===== src/rtl/sdram_req_arbiter_pkg.sv =====
// Shared types and constants for the CPU/DMA SDRAM request arbiter.
package oric_sdram_pkg;

   typedef enum logic [1:0] {
      IDLE     = 2'd0,
      CPU_BUSY = 2'd1,
      DMA_BUSY = 2'd2
   } state_t;

   localparam int BYTE_W = 8;
   localparam int WORD_W = 16;
   localparam int DS_W   = 2;

   localparam logic [DS_W-1:0] DS_READ = 2'b11;
   localparam logic [DS_W-1:0] DS_LO   = 2'b01;
   localparam logic [DS_W-1:0] DS_HI   = 2'b10;

   function automatic logic [DS_W-1:0] byte_sel(input logic we, input logic a0);
      if (!we)
         return DS_READ;
      return a0 ? DS_HI : DS_LO;
   endfunction

   function automatic logic [BYTE_W-1:0] lane_pick(input logic [WORD_W-1:0] q, input logic a0);
      return a0 ? q[15:8] : q[7:0];
   endfunction

endpackage


===== src/rtl/sdram_req_arbiter_if.sv =====
// Bundle of CPU bus, DMA requester and toggle-handshake SDRAM port signals.
interface sdram_req_arbiter_if #(parameter int ADDR_W = 16);

   logic              cpu_cs, cpu_oe, cpu_we;
   logic [ADDR_W-1:0] cpu_a;
   logic [7:0]        cpu_d;
   logic [7:0]        cpu_q;

   logic              dma_req, dma_we;
   logic [ADDR_W-1:0] dma_a;
   logic [7:0]        dma_d;
   logic              dma_gnt, dma_done;
   logic [7:0]        dma_q;

   logic              port_req, port_ack;
   logic [ADDR_W-1:0] port_a;
   logic [1:0]        port_ds;
   logic              port_we;
   logic [15:0]       port_d;
   logic [15:0]       port_q;

   // arbiter side
   modport master (
      input  cpu_cs, cpu_oe, cpu_we, cpu_a, cpu_d,
      output cpu_q,
      input  dma_req, dma_we, dma_a, dma_d,
      output dma_gnt, dma_done, dma_q,
      output port_req, port_a, port_ds, port_we, port_d,
      input  port_ack, port_q
   );

   // CPU, DMA and SDRAM controller side
   modport slave (
      output cpu_cs, cpu_oe, cpu_we, cpu_a, cpu_d,
      input  cpu_q,
      output dma_req, dma_we, dma_a, dma_d,
      input  dma_gnt, dma_done, dma_q,
      input  port_req, port_a, port_ds, port_we, port_d,
      output port_ack, port_q
   );

endinterface


===== src/rtl/sdram_req_arbiter_cpu_req_detect.sv =====
// Turns CPU strobe rises and read-address changes into a single-cycle event.
module cpu_req_detect
   import oric_sdram_pkg::*;
#(
   parameter int ADDR_W = 16
) (
   input  logic              clk_sys,
   input  logic              reset,
   input  logic              cs,
   input  logic              oe,
   input  logic              we,
   input  logic [ADDR_W-1:0] a,
   input  logic [7:0]        d,
   output logic              evt,
   output logic [ADDR_W-1:0] cap_a,
   output logic [7:0]        cap_d,
   output logic              cap_we
);

   logic              rd, wr;
   logic              rd_q, wr_q;
   logic [ADDR_W-1:0] a_q;

   assign rd = cs & oe;
   assign wr = cs & we;

   // history tracks live inputs even in reset so release cannot look like an edge
   always_ff @(posedge clk_sys) begin
      if (reset) begin
         rd_q <= rd;
         wr_q <= wr;
         a_q  <= a;
      end else begin
         rd_q <= rd;
         wr_q <= wr;
         a_q  <= a;
      end
   end

   assign evt    = (rd & ~rd_q) | (wr & ~wr_q) | (rd & (a != a_q));
   assign cap_a  = a;
   assign cap_d  = d;
   assign cap_we = we;

endmodule


===== src/rtl/sdram_req_arbiter.sv =====
// Arbitrates a CPU pending slot and a DMA requester onto one toggle-handshake SDRAM port.
//   state    | meaning
//   IDLE     | no transaction outstanding, grant decision each cycle
//   CPU_BUSY | CPU access issued, waiting for port_ack == port_req
//   DMA_BUSY | DMA access issued, waiting for port_ack == port_req
module sdram_req_arbiter
   import oric_sdram_pkg::*;
#(
   parameter int ADDR_W       = 16,
   parameter int STARVE_LIMIT = 8
) (
   input  logic clk_sys,
   input  logic reset,
   sdram_req_arbiter_if.master bus
);

   localparam int STARVE_W = $clog2(STARVE_LIMIT + 1);
   localparam logic [STARVE_W-1:0] STARVE_MAX = STARVE_W'(STARVE_LIMIT);

   logic              evt, evt_we;
   logic [ADDR_W-1:0] evt_a;
   logic [7:0]        evt_d;

   state_t              state;
   logic                cpu_pend, pend_we;
   logic [ADDR_W-1:0]   pend_a;
   logic [7:0]          pend_d;
   logic [STARVE_W-1:0] starve_cnt;

   logic              port_req_r, port_we_r, dma_gnt_r, dma_done_r;
   logic [ADDR_W-1:0] port_a_r;
   logic [1:0]        port_ds_r;
   logic [15:0]       port_d_r;
   logic [7:0]        cpu_q_r, dma_q_r;

   logic done, grant_dma, grant_cpu;

   cpu_req_detect #(.ADDR_W(ADDR_W)) u_detect (
      .clk_sys (clk_sys),
      .reset   (reset),
      .cs      (bus.cpu_cs),
      .oe      (bus.cpu_oe),
      .we      (bus.cpu_we),
      .a       (bus.cpu_a),
      .d       (bus.cpu_d),
      .evt     (evt),
      .cap_a   (evt_a),
      .cap_d   (evt_d),
      .cap_we  (evt_we)
   );

   assign done      = (state != IDLE) && (bus.port_ack == port_req_r);
   assign grant_dma = (state == IDLE) && bus.dma_req && (!cpu_pend || starve_cnt == STARVE_MAX);
   assign grant_cpu = (state == IDLE) && cpu_pend && !grant_dma;

   always_ff @(posedge clk_sys) begin
      if (reset) begin
         state      <= IDLE;
         cpu_pend   <= 1'b0;
         pend_a     <= '0;
         pend_d     <= '0;
         pend_we    <= 1'b0;
         starve_cnt <= '0;
         dma_gnt_r  <= 1'b0;
         dma_done_r <= 1'b0;
         cpu_q_r    <= 8'h00;
         dma_q_r    <= 8'h00;
         port_a_r   <= '0;
         port_ds_r  <= DS_READ;
         port_we_r  <= 1'b0;
         port_d_r   <= '0;
         port_req_r <= bus.port_ack;
      end else begin
         dma_gnt_r  <= 1'b0;
         dma_done_r <= 1'b0;

         // a fresh capture wins over the clear from a same-cycle CPU grant
         if (evt) begin
            cpu_pend <= 1'b1;
            pend_a   <= evt_a;
            pend_d   <= evt_d;
            pend_we  <= evt_we;
         end else if (grant_cpu) begin
            cpu_pend <= 1'b0;
         end

         if (!bus.dma_req || grant_dma)
            starve_cnt <= '0;
         else if (grant_cpu && starve_cnt != STARVE_MAX)
            starve_cnt <= starve_cnt + STARVE_W'(1);

         case (state)
            IDLE: begin
               if (grant_dma) begin
                  state      <= DMA_BUSY;
                  port_req_r <= ~port_req_r;
                  port_a_r   <= bus.dma_a;
                  port_we_r  <= bus.dma_we;
                  port_ds_r  <= byte_sel(bus.dma_we, bus.dma_a[0]);
                  port_d_r   <= {bus.dma_d, bus.dma_d};
                  dma_gnt_r  <= 1'b1;
               end else if (grant_cpu) begin
                  state      <= CPU_BUSY;
                  port_req_r <= ~port_req_r;
                  port_a_r   <= pend_a;
                  port_we_r  <= pend_we;
                  port_ds_r  <= byte_sel(pend_we, pend_a[0]);
                  port_d_r   <= {pend_d, pend_d};
               end
            end
            CPU_BUSY: begin
               if (done) begin
                  state <= IDLE;
                  if (!port_we_r)
                     cpu_q_r <= lane_pick(bus.port_q, port_a_r[0]);
               end
            end
            DMA_BUSY: begin
               if (done) begin
                  state      <= IDLE;
                  dma_done_r <= 1'b1;
                  if (!port_we_r)
                     dma_q_r <= lane_pick(bus.port_q, port_a_r[0]);
               end
            end
            default: state <= IDLE;
         endcase
      end
   end

   assign bus.port_req = port_req_r;
   assign bus.port_a   = port_a_r;
   assign bus.port_ds  = port_ds_r;
   assign bus.port_we  = port_we_r;
   assign bus.port_d   = port_d_r;
   assign bus.dma_gnt  = dma_gnt_r;
   assign bus.dma_done = dma_done_r;
   assign bus.cpu_q    = cpu_q_r;
   assign bus.dma_q    = dma_q_r;

endmodule


===== src/flat_wrapper.sv =====
// flat-port wrapper written by rule: the top's interface ports become plain ports
module sdram_req_arbiter_flat import oric_sdram_pkg::*;
#(
   parameter int ADDR_W       = 16,
   parameter int STARVE_LIMIT = 8
)
  (clk_sys, reset, bus_cpu_cs, bus_cpu_oe, bus_cpu_we, bus_cpu_a, bus_cpu_d, bus_cpu_q, bus_dma_req, bus_dma_we, bus_dma_a, bus_dma_d, bus_dma_gnt, bus_dma_done, bus_dma_q, bus_port_req, bus_port_a, bus_port_ds, bus_port_we, bus_port_d, bus_port_ack, bus_port_q);
  sdram_req_arbiter_if #(.ADDR_W(ADDR_W)) bus_i ();
  input  logic clk_sys;
  input  logic reset;
  input wire logic [$bits(bus_i.cpu_cs)-1:0] bus_cpu_cs;
  input wire logic [$bits(bus_i.cpu_oe)-1:0] bus_cpu_oe;
  input wire logic [$bits(bus_i.cpu_we)-1:0] bus_cpu_we;
  input wire logic [$bits(bus_i.cpu_a)-1:0] bus_cpu_a;
  input wire logic [$bits(bus_i.cpu_d)-1:0] bus_cpu_d;
  output wire logic [$bits(bus_i.cpu_q)-1:0] bus_cpu_q;
  input wire logic [$bits(bus_i.dma_req)-1:0] bus_dma_req;
  input wire logic [$bits(bus_i.dma_we)-1:0] bus_dma_we;
  input wire logic [$bits(bus_i.dma_a)-1:0] bus_dma_a;
  input wire logic [$bits(bus_i.dma_d)-1:0] bus_dma_d;
  output wire logic [$bits(bus_i.dma_gnt)-1:0] bus_dma_gnt;
  output wire logic [$bits(bus_i.dma_done)-1:0] bus_dma_done;
  output wire logic [$bits(bus_i.dma_q)-1:0] bus_dma_q;
  output wire logic [$bits(bus_i.port_req)-1:0] bus_port_req;
  output wire logic [$bits(bus_i.port_a)-1:0] bus_port_a;
  output wire logic [$bits(bus_i.port_ds)-1:0] bus_port_ds;
  output wire logic [$bits(bus_i.port_we)-1:0] bus_port_we;
  output wire logic [$bits(bus_i.port_d)-1:0] bus_port_d;
  input wire logic [$bits(bus_i.port_ack)-1:0] bus_port_ack;
  input wire logic [$bits(bus_i.port_q)-1:0] bus_port_q;
  assign bus_i.cpu_cs = bus_cpu_cs;
  assign bus_i.cpu_oe = bus_cpu_oe;
  assign bus_i.cpu_we = bus_cpu_we;
  assign bus_i.cpu_a = bus_cpu_a;
  assign bus_i.cpu_d = bus_cpu_d;
  assign bus_cpu_q = bus_i.cpu_q;
  assign bus_i.dma_req = bus_dma_req;
  assign bus_i.dma_we = bus_dma_we;
  assign bus_i.dma_a = bus_dma_a;
  assign bus_i.dma_d = bus_dma_d;
  assign bus_dma_gnt = bus_i.dma_gnt;
  assign bus_dma_done = bus_i.dma_done;
  assign bus_dma_q = bus_i.dma_q;
  assign bus_port_req = bus_i.port_req;
  assign bus_port_a = bus_i.port_a;
  assign bus_port_ds = bus_i.port_ds;
  assign bus_port_we = bus_i.port_we;
  assign bus_port_d = bus_i.port_d;
  assign bus_i.port_ack = bus_port_ack;
  assign bus_i.port_q = bus_port_q;
  sdram_req_arbiter #(.ADDR_W(ADDR_W), .STARVE_LIMIT(STARVE_LIMIT)) u_core (.clk_sys(clk_sys), .reset(reset), .bus(bus_i));
endmodule

===== config.mk =====
export PLATFORM = sky130hd
export DESIGN_NAME = sdram_req_arbiter_flat
export DESIGN_NICKNAME = d
export VERILOG_FILES = /design/src/rtl/sdram_req_arbiter_pkg.sv /design/src/rtl/sdram_req_arbiter_if.sv /design/src/rtl/sdram_req_arbiter_cpu_req_detect.sv /design/src/rtl/sdram_req_arbiter.sv /design/src/flat_wrapper.sv
export SDC_FILE = /design/constraint.sdc
export NUM_CORES = 1
export LEC_CHECK = 0
export ABC_AREA = 1
export CELL_PAD_IN_SITES_DETAIL_PLACEMENT = 0
export CELL_PAD_IN_SITES_GLOBAL_PLACEMENT = 1
export CORE_ASPECT_RATIO = 0.75
export CORE_MARGIN = 2
export CORE_UTILIZATION = 30
export DETAILED_ROUTE_END_ITERATION = 8
export PLACE_DENSITY = 0.79
export SYNTH_ARGS = -nofsm -noshare
export SYNTH_HDL_FRONTEND = slang
export SYNTH_HIERARCHICAL = 1
export SYNTH_SLANG_ARGS = --single-unit
export TNS_END_PERCENT = 100

===== constraint.sdc =====
create_clock -name clk_sys -period 1.65 [get_ports clk_sys]
set_clock_uncertainty 0.15 [all_clocks]
set_input_delay 0.495 -clock clk_sys [delete_from_list [all_inputs] [get_ports clk_sys]]
set_output_delay 0.495 -clock clk_sys [all_outputs]
set_load 0.02 [all_outputs]

==> reports/qor_table.md <==
| Group | Metric | Reported |
| --- | --- | --- |
| clock network | Buffer depth of the longest clock path | 2 |
| yosys | Dominant combinational cell family by area after synthesis | simple AND/OR/NAND/NOR gates |
| drt | Antenna-violating nets left | 0 |
| floorplanning | Floorplan core area | 0.0145 mm2 |
| timing | Minimum setup slack in the final design | -0.0303 ns |
| power | Static Leakage | 3.10 nW |
| floorplanning | Placement Rows | 38 |
| yosys | Post-synthesis instance total | 629 |
| clock network | Deepest level of the CTS H-tree | 3 |
| global routing | Pin count of the biggest net entering global routing | 22 |
| global routing | Wire length of the first global-routing pass | 19600 um |
| clock network | Clock net sink count | 96 |
| clock network | Clock Tree Root | sky130_fd_sc_hd__clkbuf_16 |
| yosys | Syn. warnings | 6 |
| run status | Status | complete, but fails checks |
| drt | Remaining design rule violation count | 0 |
| power | Post-route total power | 7.62 mW |
| clock network | Worst-skew pair later-pin latency | 0.35 ns |
| placement | Area of placed instances | 0.00602 mm2 |
| drt | Average vias per placed instance | 4.34 |
| timing | Pins Over Slew Limit | 0 |
| timing | Total of endpoints with negative setup slack in the final report | 12 |
| yosys | Post-Synth Adder-Cell Area | 1.41% |
| yosys | Fraction of the mapped netlist area in compound gates | 10.9% |
| yosys | Multiplexer area fraction after synthesis | 0% |
| power | Power density over the cells | 1160 mW/mm2 |
| floorplanning | I/O Pins | 126 |
| layout | Layout fillers | 1446 |
| timing | Setup repair after global routing missed its margin | true |
| yosys | Post-Synth Simple-Gate Area | 27.3% |
| floorplanning | Height of the die | 109 um |
| yosys | Unique cell type count in the Yosys netlist | 30 |
| timing | Transition time at the pin with the least slew margin | 0.355 ns |
| yosys | Syn_area_per_cell | 7.07 um2 |
| placement | Port bufs | 125 |
| timing | Min Clock Period, post-route | 1.68 ns |
| layout | Layout Utilization | 45.6% |
| worst hold path | Capture endpoint of the worst hold path | u_core/u_detect/a_q[15]$_DFF_P_ |
| setup path | Slowest stage cell, crit path | sky130_fd_sc_hd__clkdlybuf4s15_2 |
| job | Max cap viols | 0 |
| global routing | Antenna violations before repair | 0 |
| floorplanning | Overall die area | 0.0158 mm2 |
| timing | Relative slew slack | 76.1% |
| timing | Maximum clock frequency | 595 MHz |
| yosys | Number of synthesized register bits | 96 |
| setup path | Crit path launch type | input port |
| global routing | Via count of the first global-routing pass | 4110 |
| worst hold path | Critical hold path startpoint | bus_cpu_a[15] |
| yosys | Netlist area before placement | 0.00445 mm2 |
| placement | Dpl hpwl | 8870 um |
| setup path | Kind of end point of the critical path | flip-flop |
| clock network | TritonCTS clock tree | yes |
| placement | Worst setup timing slack at the placement stage | -0.791 ns |
| setup path | Endpoint of the most critical register-to-register path | u_core/pend_a[2]$_SDFFE_PP0P_ |
| setup path | Maximum fanout count along the critical path | 4 |
| clock network | Clock slew seen by the registers of the worst setup and hold paths | 0.07 ns |
| setup path | Cell depth of the worst flop-to-flop path | 14 |
| yosys | Synthesized Nets | 706 |
| yosys | Sequential-to-total area share from yosys stat | 43.5% |
| layout | Final design area excluding fillers | 0.00659 mm2 |
| setup path | Crit path largest cell delay | 0.20 ns |
| yosys | Xor/xnor cell area share of the yosys netlist | 0.197% |
| floorplanning | Effective utilization at floorplan | 30.8% |
| drt | TritonRoute pass-1 iters | 6 |
| drt | Detailed Route WL | 12600 um |
| worst hold path | Min-delay worst type | in -> reg |
| drt | Number of DRC markers after the initial detailed-route iteration | 212 |
| setup path | Worst r2r src | u_core/u_detect/a_q[14]$_DFF_P_ |
| setup path | Crit Path Class | in -> reg |
| setup path | WP data required | 1.79 ns |
| placement | Final weighted congestion of routability-driven global placement | 0.853 |
| floorplanning | Die X | 145 um |
| run status | Violated checks | negative setup slack |
| layout | Area of combinational cells with multiple inputs | 0.00197 mm2 |
| clock network | Total clock buffers created by CTS | 9 |
| worst hold path | Worst hold path cell count | 1 |
| global routing | Tot GR Track Use | 16.0% |
| setup path | CP dominant cell by count | sky130_fd_sc_hd__nand2_1 |
| timing | Share of the clock period used by the worst path after layout | 102% |
| power | Maximum vdd drop | 0.549 mV |
| setup path | Reg-to-reg setup timing slack | -0.02 ns |
| layout | Sequential cell area | 0.00194 mm2 |
| setup path | Crit path arrival time | 1.82 ns |
| global routing | Total grt overflow | 0 |
| drt | Routed WL per cell | 12.8 um |
| layout | Layout net count | 853 |
| setup path | Chain of cells forming the critical path | clkdlybuf4s15_2, nand2_1, inv_1, nor2_1, nor2_1, nand2_1, nor2_1, nand2_1, nand2_1, nand2_2, inv_4, buf_6, clkbuf_16, o21ai_2, a21oi_2 |
| drt | DR vias | 4263 |
| timing | Hold Vio Cnt, Final | 0 |
| layout | Proportion of layout cells with a drive suffix above 1 | 29.2% |
| layout | P&R area growth vs syn | 48.3% |
worst max-delay path: cells and delay by family:
family          cells  cell delay [ns]
buf+inv             5             0.61
simple gates        8             0.53
compound gates      2             0.16
report_power, final:
part           internal (mW)  switching, mW
combinational           1.25           1.59
sequential              2.64          0.170
clock                   1.07          0.900
total                   4.96           2.66
layer usage:
layer	share of wire (%)	global-route usage, %	vias to the layer above
met3	7.1	4.40	13
met5	0	0	-
li1	-	-	2206
met2	46	25.7	119
met4	1.3	5.48	0
met1	46	20.8	1925
cell type report:
class                           instances  area share [%]
Inverter                               85            5.16
Tap cell                              200            3.80
Timing Repair Buffer                  194            27.4
Antenna cell                            1          0.0380
Clock inverter                          4           0.418
Sequential cell                        96            29.5
Clock buffer                           12            3.74
Multi-Input combinational cell        390            29.9
state kept, by name (all words and copies together), names as in the netlist:
register	flops
u_core/bus.cpu_q	8
u_core/bus.dma_done	1
u_core/bus.dma_gnt	1
u_core/bus.dma_q	8
u_core/bus.port_a	16
u_core/bus.port_d	8
u_core/bus.port_ds	2
u_core/bus.port_req	1
u_core/bus.port_we	1
u_core/cpu_pend	1
u_core/pend_a	16
u_core/pend_d	8
u_core/pend_we	1
u_core/starve_cnt	4
u_core/state	2
u_core/u_detect/a_q	16
u_core/u_detect/rd_q	1
u_core/u_detect/wr_q	1
through the flow:
step,std cells,hold WS (ns),TNS (ns)
3_5_place_dp,946,0.296,-38.61
6_report,982,0.139,-0.148
2_1_floorplan,629,0.283,-1.09
5_1_grt,981,0.133,-3.97
4_1_cts,978,0.122,-0.706
3_3_place_gp,946,0.293,-36.80
synthesized netlist by cell type:
| cell type | count | area share [%] |
|---|---|---|
| sky130_fd_sc_hd__edfxtp_1 | 1 | 0.68 |
| sky130_fd_sc_hd__nand2_2 | 4 | 0.56 |
| sky130_fd_sc_hd__nor3_1 | 1 | 0.11 |
| sky130_fd_sc_hd__o21ai_0 | 36 | 4.1 |
| sky130_fd_sc_hd__a21oi_1 | 30 | 3.4 |
| sky130_fd_sc_hd__o21ai_1 | 19 | 2.1 |
| sky130_fd_sc_hd__inv_2 | 1 | 0.084 |
| sky130_fd_sc_hd__nor3_4 | 1 | 0.37 |
| sky130_fd_sc_hd__xor2_1 | 1 | 0.20 |
| sky130_fd_sc_hd__nor2_4 | 2 | 0.51 |
| sky130_fd_sc_hd__nand2_1 | 171 | 14 |
| sky130_fd_sc_hd__nor2_2 | 2 | 0.28 |
| sky130_fd_sc_hd__clkinv_2 | 1 | 0.11 |
| sky130_fd_sc_hd__ha_1 | 5 | 1.4 |
| sky130_fd_sc_hd__nand4_1 | 16 | 2.3 |
| sky130_fd_sc_hd__o21ai_2 | 3 | 0.59 |
| sky130_fd_sc_hd__a21oi_2 | 1 | 0.20 |
| sky130_fd_sc_hd__nand3_1 | 14 | 1.6 |
| sky130_fd_sc_hd__dfxtp_1 | 95 | 43 |
| sky130_fd_sc_hd__inv_1 | 81 | 6.8 |
| sky130_fd_sc_hd__o22a_1 | 1 | 0.20 |
| sky130_fd_sc_hd__clkbuf_1 | 10 | 0.84 |
| sky130_fd_sc_hd__clkinv_1 | 1 | 0.084 |
| sky130_fd_sc_hd__buf_6 | 7 | 1.8 |
| sky130_fd_sc_hd__bufinv_8 | 1 | 0.39 |
| sky130_fd_sc_hd__buf_4 | 35 | 5.9 |
| sky130_fd_sc_hd__a21oi_4 | 1 | 0.37 |
| sky130_fd_sc_hd__nor2_1 | 80 | 6.8 |
| sky130_fd_sc_hd__nand3_2 | 2 | 0.45 |
| sky130_fd_sc_hd__buf_2 | 6 | 0.68 |
repair_timing:
item	CTS	global route
gates cloned	6	3
setup endpoints to repair	108	98
setup buffers	10	4
gates resized for setup	257	103
hold buffers	0	0
pin swaps	14	21
placed cells by master (no fill, tap or decap), drive strengths merged:
master         count
nand2            175
buf               98
dfxtp             95
nor2              84
inv               84
o21ai             58
clkdlybuf4s50     49
a21oi             32
clkbuf            27
clkdlybuf4s15     26
nand4             16
nand3             16
ha                 5
dlygate4sd2        4
clkinv             4
dlymetal6s2s       2
nor3               2
diode              1
xor2               1
edfxtp             1
bufinv             1
o22a               1
cell families after synthesis:
logic type | count (synthesis)
xor+xnor | 1
simple gates | 293
compound gates | 91
fa+ha+maj | 5
flops | 96
buf+inv | 143
worst max path at each step:
| stage | cells after the start | startpoint | slack (ns) | to |
|---|---|---|---|---|
| CTS | 15 | u_core/u_detect/a_q[0]$_DFF_P_ | -0.06 | u_core/pend_d[6]$_SDFFE_PP0P_ |
| detailed placement | 14 | bus_cpu_a[7] | -0.79 | u_core/pend_d[4]$_SDFFE_PP0P_ |
| global route | 14 | u_core/u_detect/a_q[11]$_DFF_P_ | -0.20 | u_core/pend_a[2]$_SDFFE_PP0P_ |
| finish | 15 | bus_cpu_a[9] | -0.03 | u_core/pend_a[2]$_SDFFE_PP0P_ |
| global placement | 14 | bus_cpu_a[15] | -0.70 | u_core/pend_a[1]$_SDFFE_PP0P_ |
| floorplan | 13 | bus_cpu_a[11] | -0.05 | u_core/pend_a[0]$_SDFFE_PP0P_ |
Power figures use the tool's default switching activity.
